**src/rtl/spi_pkg.sv**
```systemverilog
// spi_pkg: shared definitions for the SPI slave front end.
//   spi_state_t - top-level FSM states
//   rd_phase_t  - sub-phases of a read-data transaction
//   CMD_*       - two-bit command codes carried in frame bits [9:8]
//   FRAME_W     - frame width for the default RAM word size
//   frame_width - frame width for an arbitrary RAM word size
package spi_pkg;

  localparam int DEFAULT_ADDR_SIZE = 8;
  localparam int FRAME_W           = DEFAULT_ADDR_SIZE + 2;

  localparam logic [1:0] CMD_WR_ADDR = 2'b00;
  localparam logic [1:0] CMD_WR_DATA = 2'b01;
  localparam logic [1:0] CMD_RD_ADDR = 2'b10;
  localparam logic [1:0] CMD_RD_DATA = 2'b11;

  typedef enum logic [2:0] {
    IDLE,
    CHK_CMD,
    WRITE,
    READ_ADD,
    READ_DATA
  } spi_state_t;

  // A read-data frame first receives its frame, then waits for the RAM,
  // then serializes the reply, then idles with MISO low until SS_n rises.
  typedef enum logic [1:0] {
    PH_RX,
    PH_WAIT,
    PH_TX,
    PH_DONE
  } rd_phase_t;

  // Frame = two command bits followed by an address/data word.
  function automatic int frame_width(input int addr_size);
    return addr_size + 2;
  endfunction

endpackage

```
**src/rtl/spi_slave_if.sv**
```systemverilog
// spi_slave_if: serial pins and RAM-side handshake of the SPI slave.
//   SS_n     - slave select, active low (master -> slave)
//   MOSI     - serial data in, MSB first (master -> slave)
//   MISO     - serial reply, MSB first (slave -> master)
//   rx_data  - received frame, bits [9:8] command (slave -> RAM)
//   rx_valid - one-cycle strobe qualifying rx_data (slave -> RAM)
//   tx_data  - read data from the RAM (RAM -> slave)
//   tx_valid - tx_data valid level, may stay high (RAM -> slave)
// The slave modport is the DUT view; master is the view of whoever
// drives the serial side and plays the RAM.
interface spi_slave_if #(
  parameter int ADDR_SIZE = 8
);

  logic                   SS_n;
  logic                   MOSI;
  logic                   MISO;
  logic [ADDR_SIZE+1:0]   rx_data;
  logic                   rx_valid;
  logic [ADDR_SIZE-1:0]   tx_data;
  logic                   tx_valid;

  modport slave (
    input  SS_n,
    input  MOSI,
    input  tx_data,
    input  tx_valid,
    output MISO,
    output rx_data,
    output rx_valid
  );

  modport master (
    output SS_n,
    output MOSI,
    output tx_data,
    output tx_valid,
    input  MISO,
    input  rx_data,
    input  rx_valid
  );

endinterface

```
**src/rtl/spi_tx_shifter.sv**
```systemverilog
// spi_tx_shifter: parallel-load, MSB-first serializer for the read reply.
//   clk      - clock, all logic on posedge
//   rst_n    - synchronous active-low reset
//   load     - capture data; its MSB appears on MISO the next cycle
//   shift_en - advance to the next bit; zeros shift in behind the word
//   clear    - force the register and MISO to zero (wins over load/shift)
//   data     - parallel word to serialize
//   MISO     - registered serial output
module spi_tx_shifter #(
  parameter int ADDR_SIZE = 8
) (
  input  logic                 clk,
  input  logic                 rst_n,
  input  logic                 load,
  input  logic                 shift_en,
  input  logic                 clear,
  input  logic [ADDR_SIZE-1:0] data,
  output logic                 MISO
);

  logic [ADDR_SIZE-1:0] shreg;
  logic                 miso_q;

  // MISO is registered so it never glitches. On load the MSB goes straight
  // into the output flop and the remaining bits wait in shreg; because
  // zeros fill from the bottom, the shift after the last bit drops MISO to 0.
  always_ff @(posedge clk) begin
    if (!rst_n || clear) begin
      shreg  <= '0;
      miso_q <= 1'b0;
    end else if (load) begin
      miso_q <= data[ADDR_SIZE-1];
      shreg  <= {data[ADDR_SIZE-2:0], 1'b0};
    end else if (shift_en) begin
      miso_q <= shreg[ADDR_SIZE-1];
      shreg  <= {shreg[ADDR_SIZE-2:0], 1'b0};
    end
  end

  assign MISO = miso_q;

endmodule

```
**src/rtl/spi_slave.sv**
```systemverilog
// spi_slave: serial front end of the SPI memory subsystem.
// Deserializes MOSI frames of ADDR_SIZE+2 bits into rx_data with a
// one-cycle rx_valid strobe. For read-data commands, the RAM reply on
// tx_data/tx_valid is captured and shifted out MSB-first on MISO.
//   clk   - single clock; SPI bits are sampled on its posedge
//   rst_n - synchronous active-low reset
//   bus   - spi_slave_if slave modport (SS_n, MOSI, MISO, rx_*, tx_*)
module spi_slave
  import spi_pkg::*;
#(
  parameter int ADDR_SIZE = DEFAULT_ADDR_SIZE
) (
  input logic        clk,
  input logic        rst_n,
  spi_slave_if.slave bus
);

  localparam int FW    = frame_width(ADDR_SIZE);
  localparam int CNT_W = $clog2(FW + 1);

  // Counter values: bit_cnt counts frame bits already shifted in, then is
  // reused to count reply bits during the TX phase.
  localparam logic [CNT_W-1:0] CNT_ONE     = CNT_W'(1);
  localparam logic [CNT_W-1:0] LAST_RX_BIT = CNT_W'(FW - 1);
  localparam logic [CNT_W-1:0] RX_DONE     = CNT_W'(FW);
  localparam logic [CNT_W-1:0] LAST_TX_BIT = CNT_W'(ADDR_SIZE - 1);

  spi_state_t       state,        state_nxt;
  rd_phase_t        phase,        phase_nxt;
  logic [CNT_W-1:0] bit_cnt,      bit_cnt_nxt;
  logic [FW-2:0]    rx_shift,     rx_shift_nxt;
  logic [FW-1:0]    rx_data_q,    rx_data_nxt;
  logic             rx_valid_q,   rx_valid_nxt;
  logic             rd_addr_done, rd_addr_done_nxt;

  logic             tx_load;
  logic             tx_shift;
  logic             tx_clear;

  // Frame as it would look if the bit on MOSI right now were the last one.
  // rx_shift only needs FW-1 bits because the final bit goes directly into
  // rx_data without passing through the shift register.
  logic [FW-1:0]    rx_frame;
  logic             rx_last;

  assign rx_frame = {rx_shift, bus.MOSI};
  assign rx_last  = (bit_cnt == LAST_RX_BIT);

  // State register. Reset wins over everything, including a frame in flight.
  always_ff @(posedge clk) begin
    if (!rst_n) begin
      state        <= IDLE;
      phase        <= PH_RX;
      bit_cnt      <= '0;
      rx_shift     <= '0;
      rx_data_q    <= '0;
      rx_valid_q   <= 1'b0;
      rd_addr_done <= 1'b0;
    end else begin
      state        <= state_nxt;
      phase        <= phase_nxt;
      bit_cnt      <= bit_cnt_nxt;
      rx_shift     <= rx_shift_nxt;
      rx_data_q    <= rx_data_nxt;
      rx_valid_q   <= rx_valid_nxt;
      rd_addr_done <= rd_addr_done_nxt;
    end
  end

  // Next-state and control decode. MISO is kept cleared except while a
  // reply is being loaded or shifted, so every other path leaves it at 0.
  // Deselect in any active state drops the frame without touching rx_data
  // or rd_addr_done.
  always_comb begin
    state_nxt        = state;
    phase_nxt        = phase;
    bit_cnt_nxt      = bit_cnt;
    rx_shift_nxt     = rx_shift;
    rx_data_nxt      = rx_data_q;
    rx_valid_nxt     = 1'b0;
    rd_addr_done_nxt = rd_addr_done;
    tx_load          = 1'b0;
    tx_shift         = 1'b0;
    tx_clear         = 1'b1;

    if (state != IDLE && bus.SS_n) begin
      state_nxt   = IDLE;
      phase_nxt   = PH_RX;
      bit_cnt_nxt = '0;
    end else begin
      case (state)
        IDLE: begin
          bit_cnt_nxt  = '0;
          rx_shift_nxt = '0;
          phase_nxt    = PH_RX;
          if (!bus.SS_n) begin
            state_nxt = CHK_CMD;
          end
        end

        // Only the first command bit steers the FSM; the second one is
        // simply carried along in rx_data for the RAM to decode.
        CHK_CMD: begin
          rx_shift_nxt = rx_frame[FW-2:0];
          bit_cnt_nxt  = CNT_ONE;
          phase_nxt    = PH_RX;
          if (!bus.MOSI) begin
            state_nxt = WRITE;
          end else if (!rd_addr_done) begin
            state_nxt = READ_ADD;
          end else begin
            state_nxt = READ_DATA;
          end
        end

        // Once the frame is complete bit_cnt parks at RX_DONE, so extra
        // MOSI bits are ignored until the master deselects.
        WRITE, READ_ADD: begin
          if (bit_cnt != RX_DONE) begin
            rx_shift_nxt = rx_frame[FW-2:0];
            bit_cnt_nxt  = bit_cnt + CNT_ONE;
            if (rx_last) begin
              rx_valid_nxt = 1'b1;
              rx_data_nxt  = rx_frame;
              if (state == READ_ADD) begin
                rd_addr_done_nxt = 1'b1;
              end
            end
          end
        end

        READ_DATA: begin
          case (phase)
            PH_RX: begin
              rx_shift_nxt = rx_frame[FW-2:0];
              bit_cnt_nxt  = bit_cnt + CNT_ONE;
              if (rx_last) begin
                rx_valid_nxt     = 1'b1;
                rx_data_nxt      = rx_frame;
                rd_addr_done_nxt = 1'b0;
                phase_nxt        = PH_WAIT;
              end
            end

            // tx_valid may still be high from an earlier read, so the cycle
            // in which rx_valid is out is never a capture cycle; the RAM has
            // not seen this request yet.
            PH_WAIT: begin
              if (!rx_valid_q && bus.tx_valid) begin
                tx_load     = 1'b1;
                tx_clear    = 1'b0;
                bit_cnt_nxt = '0;
                phase_nxt   = PH_TX;
              end
            end

            // One shift per cycle; the shift after the LSB empties MISO.
            PH_TX: begin
              tx_shift    = 1'b1;
              tx_clear    = 1'b0;
              bit_cnt_nxt = bit_cnt + CNT_ONE;
              if (bit_cnt == LAST_TX_BIT) begin
                phase_nxt = PH_DONE;
              end
            end

            PH_DONE: begin
              phase_nxt = PH_DONE;
            end

            default: begin
              phase_nxt = PH_DONE;
            end
          endcase
        end

        default: begin
          state_nxt = IDLE;
        end
      endcase
    end
  end

  spi_tx_shifter #(
    .ADDR_SIZE (ADDR_SIZE)
  ) u_tx_shifter (
    .clk      (clk),
    .rst_n    (rst_n),
    .load     (tx_load),
    .shift_en (tx_shift),
    .clear    (tx_clear),
    .data     (bus.tx_data),
    .MISO     (bus.MISO)
  );

  assign bus.rx_data  = rx_data_q;
  assign bus.rx_valid = rx_valid_q;

endmodule

```
**src/flat_wrapper.sv**
```systemverilog
// flat-port wrapper written by rule: the top's interface ports become plain ports
module spi_slave_flat import spi_pkg::*;
#(
  parameter int ADDR_SIZE = DEFAULT_ADDR_SIZE
)
  (clk, rst_n, bus_SS_n, bus_MOSI, bus_tx_data, bus_tx_valid, bus_MISO, bus_rx_data, bus_rx_valid);
  spi_slave_if #(.ADDR_SIZE(ADDR_SIZE)) bus_i ();
  input logic clk;
  input logic rst_n;
  input wire logic [$bits(bus_i.SS_n)-1:0] bus_SS_n;
  input wire logic [$bits(bus_i.MOSI)-1:0] bus_MOSI;
  input wire logic [$bits(bus_i.tx_data)-1:0] bus_tx_data;
  input wire logic [$bits(bus_i.tx_valid)-1:0] bus_tx_valid;
  output wire logic [$bits(bus_i.MISO)-1:0] bus_MISO;
  output wire logic [$bits(bus_i.rx_data)-1:0] bus_rx_data;
  output wire logic [$bits(bus_i.rx_valid)-1:0] bus_rx_valid;
  assign bus_i.SS_n = bus_SS_n;
  assign bus_i.MOSI = bus_MOSI;
  assign bus_i.tx_data = bus_tx_data;
  assign bus_i.tx_valid = bus_tx_valid;
  assign bus_MISO = bus_i.MISO;
  assign bus_rx_data = bus_i.rx_data;
  assign bus_rx_valid = bus_i.rx_valid;
  spi_slave #(.ADDR_SIZE(ADDR_SIZE)) u_core (.clk(clk), .rst_n(rst_n), .bus(bus_i));
endmodule
```
**config.mk**
```make
export PLATFORM = sky130hd
export DESIGN_NAME = spi_slave_flat
export DESIGN_NICKNAME = d
export VERILOG_FILES = /design/src/rtl/spi_pkg.sv /design/src/rtl/spi_slave_if.sv /design/src/rtl/spi_tx_shifter.sv /design/src/rtl/spi_slave.sv /design/src/flat_wrapper.sv
export SDC_FILE = /design/constraint.sdc
export NUM_CORES = 1
export LEC_CHECK = 0
export ABC_AREA = 1
export BUFFER_PORTS_ARGS = -buffer_cell sky130_fd_sc_hd__buf_2
export CAP_MARGIN = 20
export CORE_ASPECT_RATIO = 0.9
export CORE_MARGIN = 1.5
export CORE_UTILIZATION = 31
export CTS_CLUSTER_DIAMETER = 150
export DETAILED_ROUTE_END_ITERATION = 10
export HOLD_SLACK_MARGIN = 0.12
export SYNTH_ARGS = -nofsm -noshare
export SYNTH_HDL_FRONTEND = slang
export SYNTH_SLANG_ARGS = --single-unit
```
**constraint.sdc**
```tcl
create_clock -name clk -period 1.9 [get_ports clk]
set_clock_uncertainty 0.1 [all_clocks]
set_input_delay 0 -clock clk [delete_from_list [all_inputs] [get_ports clk]]
set_output_delay 0 -clock clk [all_outputs]
set_load 0.01 [all_outputs]
```
Yosys cells after proc, flatten, opt, wreduce, memory -nomap -nowiden --
Index checks and enable logic that the tools add are counted.
Word-level totals: bits in registers 38, latch bits 0, memory bits (writable) 0, bits in read-only memories 0, input bits 13, output and inout bits 12, logic and storage cells 101, memories kept 0
Cells by class: add/subtract/negate cells 1, multiply operators 0, div/mod/pow operators 0, magnitude comparators 0, equal/unequal tests 20, shift operators 0, mux-type cells 45, bitwise logic cells 3, reductions and logical operators 23
Operators by type and width (count):
- $pmux 9 s4 | 1
- $mux 10 | 3
- $mux 1 | 20
- $pmux 10 s2 | 1
- $mux 9 | 2
- $mux 8 | 2
- $pmux 4 s4 | 1
- $reduce_and 4->1 | 4
- $mux 3 | 3
- $ne 3x2->1 const B | 3
- $pmux 3 s3 | 1
- $mux 4 | 2
- $ne 2x1->1 const B | 4
- $pmux 2 s4 | 1
- $pmux 4 s2 | 1
- $reduce_or 2->1 | 4
- $reduce_and 7->1 | 1
- $eq 3x2->1 const B | 2
- $mux 2 | 3
- $pmux 1 s2 | 3
- $reduce_bool 2->1 | 3
- $add 4x1->4 const B | 1
- $eq 2x2->1 const B | 2
- $eq 4x3->1 const B | 1
- 18 further kinds | 23

Logic depth before layout (Yosys ltp) --
word-level depth 7, depth in mapped cells 10, mapped depth without buffers 9

Cells and area by module --
Synthesis repeated with hierarchy kept, for this count alone.
Unflattened totals: cell total of the unflattened synthesis 313, area, all modules 2006.9 sq um
By module, submodules not included:
- spi_slave | times used 1, cells an instance 252, area each 1596.5 sq um, seq. area each 600.6 sq um
- spi_tx_shifter | times used 1, cells an instance 61, area each 410.4 sq um, seq. area each 160.2 sq um

Least setup slack after synthesis --
Ideal clock, no wire load.
kind register to register, start point reg u_core.bit_cnt[0], end point reg u_core.rx_shift[4], setup time 113 ps, data arrival time 1253 ps, required time 1687 ps, slack 435 ps, cell stages (with the launch flop) 10, buffers on the path 1, clock period less this slack 1465 ps, cell sequence dfxtp_1 inv_1 ha_1 nand3_1 o21ai_1 nor2_4 buf_6 o21ai_2 nand2_1 nor2_1
On the way: longest elaborated chain between the ends 3
Ends and longest elaborated chain:
- from (decl) | line spi_slave.sv:30 | logic [CNT_W-1:0] bit_cnt, bit_cnt_nxt;
- from (signal assigned) | line spi_slave.sv:62 | bit_cnt <= bit_cnt_nxt;
- $ne 4x4->1 | line spi_slave.sv:119 | if (bit_cnt != RX_DONE) begin
- $ne 2x1->1 (no line)
- $reduce_and 4->1 (no line)
- to (signal assigned) | line spi_slave.sv:63 | rx_shift <= rx_shift_nxt;
- to (decl) | line spi_slave.sv:31 | logic [FW-2:0] rx_shift, rx_shift_nxt;
Every way passes these cells. A chain may end at the register's enable or synchronous reset.

Worst setup path in the final report --
start point reg u_core.state[0], end point reg u_core.state[2]
On the way: longest elaborated chain between the ends 4, elaborated cells on any way between the ends 13, those cells by class eq/ne (5); mux (1); bitwise (1); reduce/logical (6)
Ends and longest elaborated chain:
- from (decl) | line spi_slave.sv:28 | spi_state_t state, state_nxt;
- from (signal assigned) | line spi_slave.sv:60 | state <= state_nxt;
- parallel branches: the longest is 4 deep, another holds $eq 3x2->1
Several ways; the timed one is not identified.

==> impl_metrics.yaml <==
run_status:
  status: "completed"
finish:
  regArea_um2: 761
  final_cells: 393
  layout.nets: 338
  drive_above_1_share_pct: 16.7
  nFillCells: 592
  multi_input_area_um2: 931
  syn_to_final_growth_pct: 27.0
  antenna_cells: 0
synth:
  netlist.top_cell.by_area: "dfxtp_1"
  synth_area_per_cell_um2: 6.70
  synth_mux_area_share_pct: 0
  synth_top_area_share_pct: 41.2
  synth_xor_area_share_pct: 0
  syn_nets: 292
  seq_area_frac_synth_pct: 41.2
  ys_types: 24
  ys_ff_latch: 38
  synth_fa_ha_area_share_pct: 2.03
  synthTopCellsByArea: "dfxtp_1 (41%), nor2_1 (13%), nand2_1 (10%)"
  synth_area_mm2: 0.00185
  synthSimpleGateAreaFrac_pct: 36.4
  synthCells: 276
  synth_top_family_by_area: "simple AND/OR/NAND/NOR gates"
  yosysWarnings: 0
  synth_compound_area_share_pct: 11.9
critical_path:
  path_class: "register to register"
  r2r-end: "u_core.state[2]"
  cp.required_ns: 2.04
  cp-start-kind: "register"
  end_kind: "register"
  crit_chain: "nor2_4 -> nand2_2 -> nand2_2 -> nand2_2 -> a21oi_1 -> dlygate4sd3_1"
  cp.arrival_ns: 1.88
  r2r.worst_path.cells: 6
  crit_end: "u_core.state[2]"
  r2r_setup_slack_ns: 0.16
  crit_top_cell: "nand2_2"
  cpPeakStageDelay_ns: 0.56
  rr_startpoint: "u_core.state[0]"
  critPathBufInv: 1
  worstSetupPathDepth: 6
  worst-path-max-fanout: 6
  worstSetupStartpoint: "u_core.state[0]"
  slowest_stage: "dlygate4sd3_1"
  crit_family: "buffers and inverters"
drt:
  vias: 1780
  postRouteAntennaNets: 0
  drt-wirelength-per-cell_um: 10.5
  drc: 0
  firstDrtPassIters: 4
  avgViaCountPerCell: 4.53
  totalWireLength_um: 4120
  drtIter0Drc: 117
min_path:
  min-delay-path-class: "input port to register"
global_route:
  grt_max_degree: 23
  grt.total_usage_pct: 13.7
  grt_pass1_wl_um: 7140
  grt_overflow: 0
  antenna_found_initial: 0
  grt_pass1_vias: 1552
placement:
  gp_congestion: 0.831
  portBuffers: 24
  dp_hpwl_um: 2780
  placed_cells: 368
timing:
  relSlewSlack_pct: 81.5
  tightest_slew_ns: 0.275
  setup_tns_ns: 0
  min_period_ns: 1.74
  hold_viol: 0
  rsz0062_at_grt: "false"
  fmax_mhz: 575
  min_period_over_period_pct: 91.6
  setup_violations: 0
  drv_slew: 0
pwr:
  swShare_pct: 30.7
  power_switching_uw: 641
  ir_worst_vdd_mv: 0.498
  p_comb_share_pct: 24.9
  p_per_area_mw_per_mm2: 889
  intPower_mw: 1.45
  p_total_mw: 2.09
  p_seq_share_pct: 42.7
  clockPowerShare_pct: 32.4
  leakagePower_nw: 1.08
clock_network:
  clkTransAtPathRegs_ns: 0.08
  cts_buffer_depth: 2
  clk_latency_ns: 0.29
  htreeDepth: 2
  cts-buffers-inserted: 5
  cts_root_buffer: "clkbuf_8"
  clkSinkCount: 38
  cts_tree: "built"
die:
  ioPinCount: 25
  die_w_um: 84.4
  die_h_um: 76.2
  start_util_pct: 32.3
  coreArea_mm2: 0.00573
  die-area_mm2: 0.00643
  num_rows: 26
job:
  maxCapViolCount: 0
[synthesized netlist by cell type, drive strengths merged]
cell type / instances
nor2: 68
nand2: 56
dfxtp: 38
inv: 29
nand3: 27
o21ai: 22
a21oi: 18
buf: 5
clkbuf: 3
ha: 3
nor3: 2
nand3b: 1
nand4: 1
o2bb2ai: 1
o31ai: 1
or2: 1
[how the worst min path moves through the flow]
stage / cells past startpoint / slack (ns) / end / from
2_1_floorplan: 2 / 0.03 / u_core.u_tx_shifter.shreg[1] / bus_tx_data[0]
3_3_place_gp: 3 / 0.12 / u_core.u_tx_shifter.shreg[1] / bus_tx_data[0]
3_5_place_dp: 3 / 0.12 / u_core.u_tx_shifter.shreg[1] / bus_tx_data[0]
4_1_cts: 9 / 0.18 / u_core.phase[1] / bus_tx_valid
5_1_grt: 9 / 0.24 / u_core.phase[1] / bus_tx_valid
6_report: 9 / 0.19 / u_core.phase[1] / bus_tx_valid
[routing by layer]
| metal | vias to the layer above | routed length [um] | track usage (%) |
|---|---|---|---|
| met3 | 5 | 171 | 3.90 |
| met4 | 0 | 62 | 4.35 |
| met2 | 33 | 1760 | 20.5 |
| li1 | 972 | - | - |
| met1 | 770 | 2120 | 19.0 |
| met5 | - | 0 | 0 |
[sequential cells by signal, indices dropped and copies added (netlist names)]
| name | cells |
|---|---|
| u_core.u_tx_shifter.shreg | 7 |
| u_core.u_tx_shifter.MISO | 1 |
| u_core.rd_addr_done | 1 |
| u_core.bus.rx_data | 10 |
| u_core.state | 3 |
| u_core.rx_shift | 9 |
| u_core.bit_cnt | 4 |
| u_core.bus.rx_valid | 1 |
| u_core.phase | 2 |
[worst min-delay path, delay by kind of cell]
| kind | cells | cell delay, ns |
|---|---|---|
| buffers and inverters | 1 | 0.09 |
| AND/OR/NAND/NOR | 8 | 0.46 |
[cell usage in the layout, fill, tap and decap left out, types with 2 or more instances in the layout]
| cell type | synthesis | final |
|---|---|---|
| clkbuf_1 | 3 | 2 |
| ha_1 | 3 | 3 |
| inv_1 | 28 | 28 |
| dfxtp_1 | 38 | 38 |
| o21ai_0 | 19 | 19 |
| nor2_2 | 2 | 2 |
| buf_12 | 0 | 2 |
| dlygate4sd3_1 | 0 | 12 |
| buf_4 | 2 | 8 |
| clkbuf_8 | 0 | 5 |
| buf_2 | 2 | 24 |
| nor2_4 | 3 | 3 |
| nor3_1 | 2 | 2 |
| o21ai_1 | 2 | 2 |
| a21oi_1 | 18 | 18 |
| nand2_1 | 50 | 50 |
| nand3_1 | 27 | 27 |
| nand2_2 | 6 | 6 |
| nor2_1 | 63 | 63 |
[cell families after synthesis]
kind of cell	count (synthesis)
AO/OA/AOI/OAI	42
adder cells (fa/ha/maj)	3
AND/OR/NAND/NOR	156
buffers and inverters	37
flip-flops	38
[repair_timing]
action                                  in CTS  in global routing
buffers inserted                             0                  4
hold buffers                                13                  0
endpoints found under the setup margin       0                  7
resized for setup                            0                  1
hold endpoints to repair                    34                  0
[power by group through the flow]
stage          Sequential (mW)  Combinational (mW)  Clock (mW)
3_5_place_dp             0.908               0.452           0
6_report                 0.890               0.520       0.676
2_1_floorplan            0.901               0.350           0
4_1_cts                  0.889               0.478       0.693
5_1_grt                  0.897               0.600       0.729
3_3_place_gp             0.907               0.455           0
[layout make-up]
type / instances / share of cell area (%)
flip-flops and latches: 38 / 32.4
inverters: 29 / 4.64
clock inverters: 1 / 1.28
repair buffers: 47 / 15.0
well taps: 70 / 3.73
clock buffers: 7 / 3.25
multi-input cells: 201 / 39.7
[stage by stage]
stage	utilization (%)	hold slack [ns]	setup WS, ns	area [um2]
floorplan	-	0.0258	0.435	1850
global placement	36.1	0.116	0.228	2070
detailed placement	36.1	0.120	0.215	2070
CTS	40.2	0.178	0.0729	2300
global route	41.0	0.240	0.0346	2350
finish	41.0	0.187	0.160	2350
Note: power is estimated with default switching activity, not from simulation.
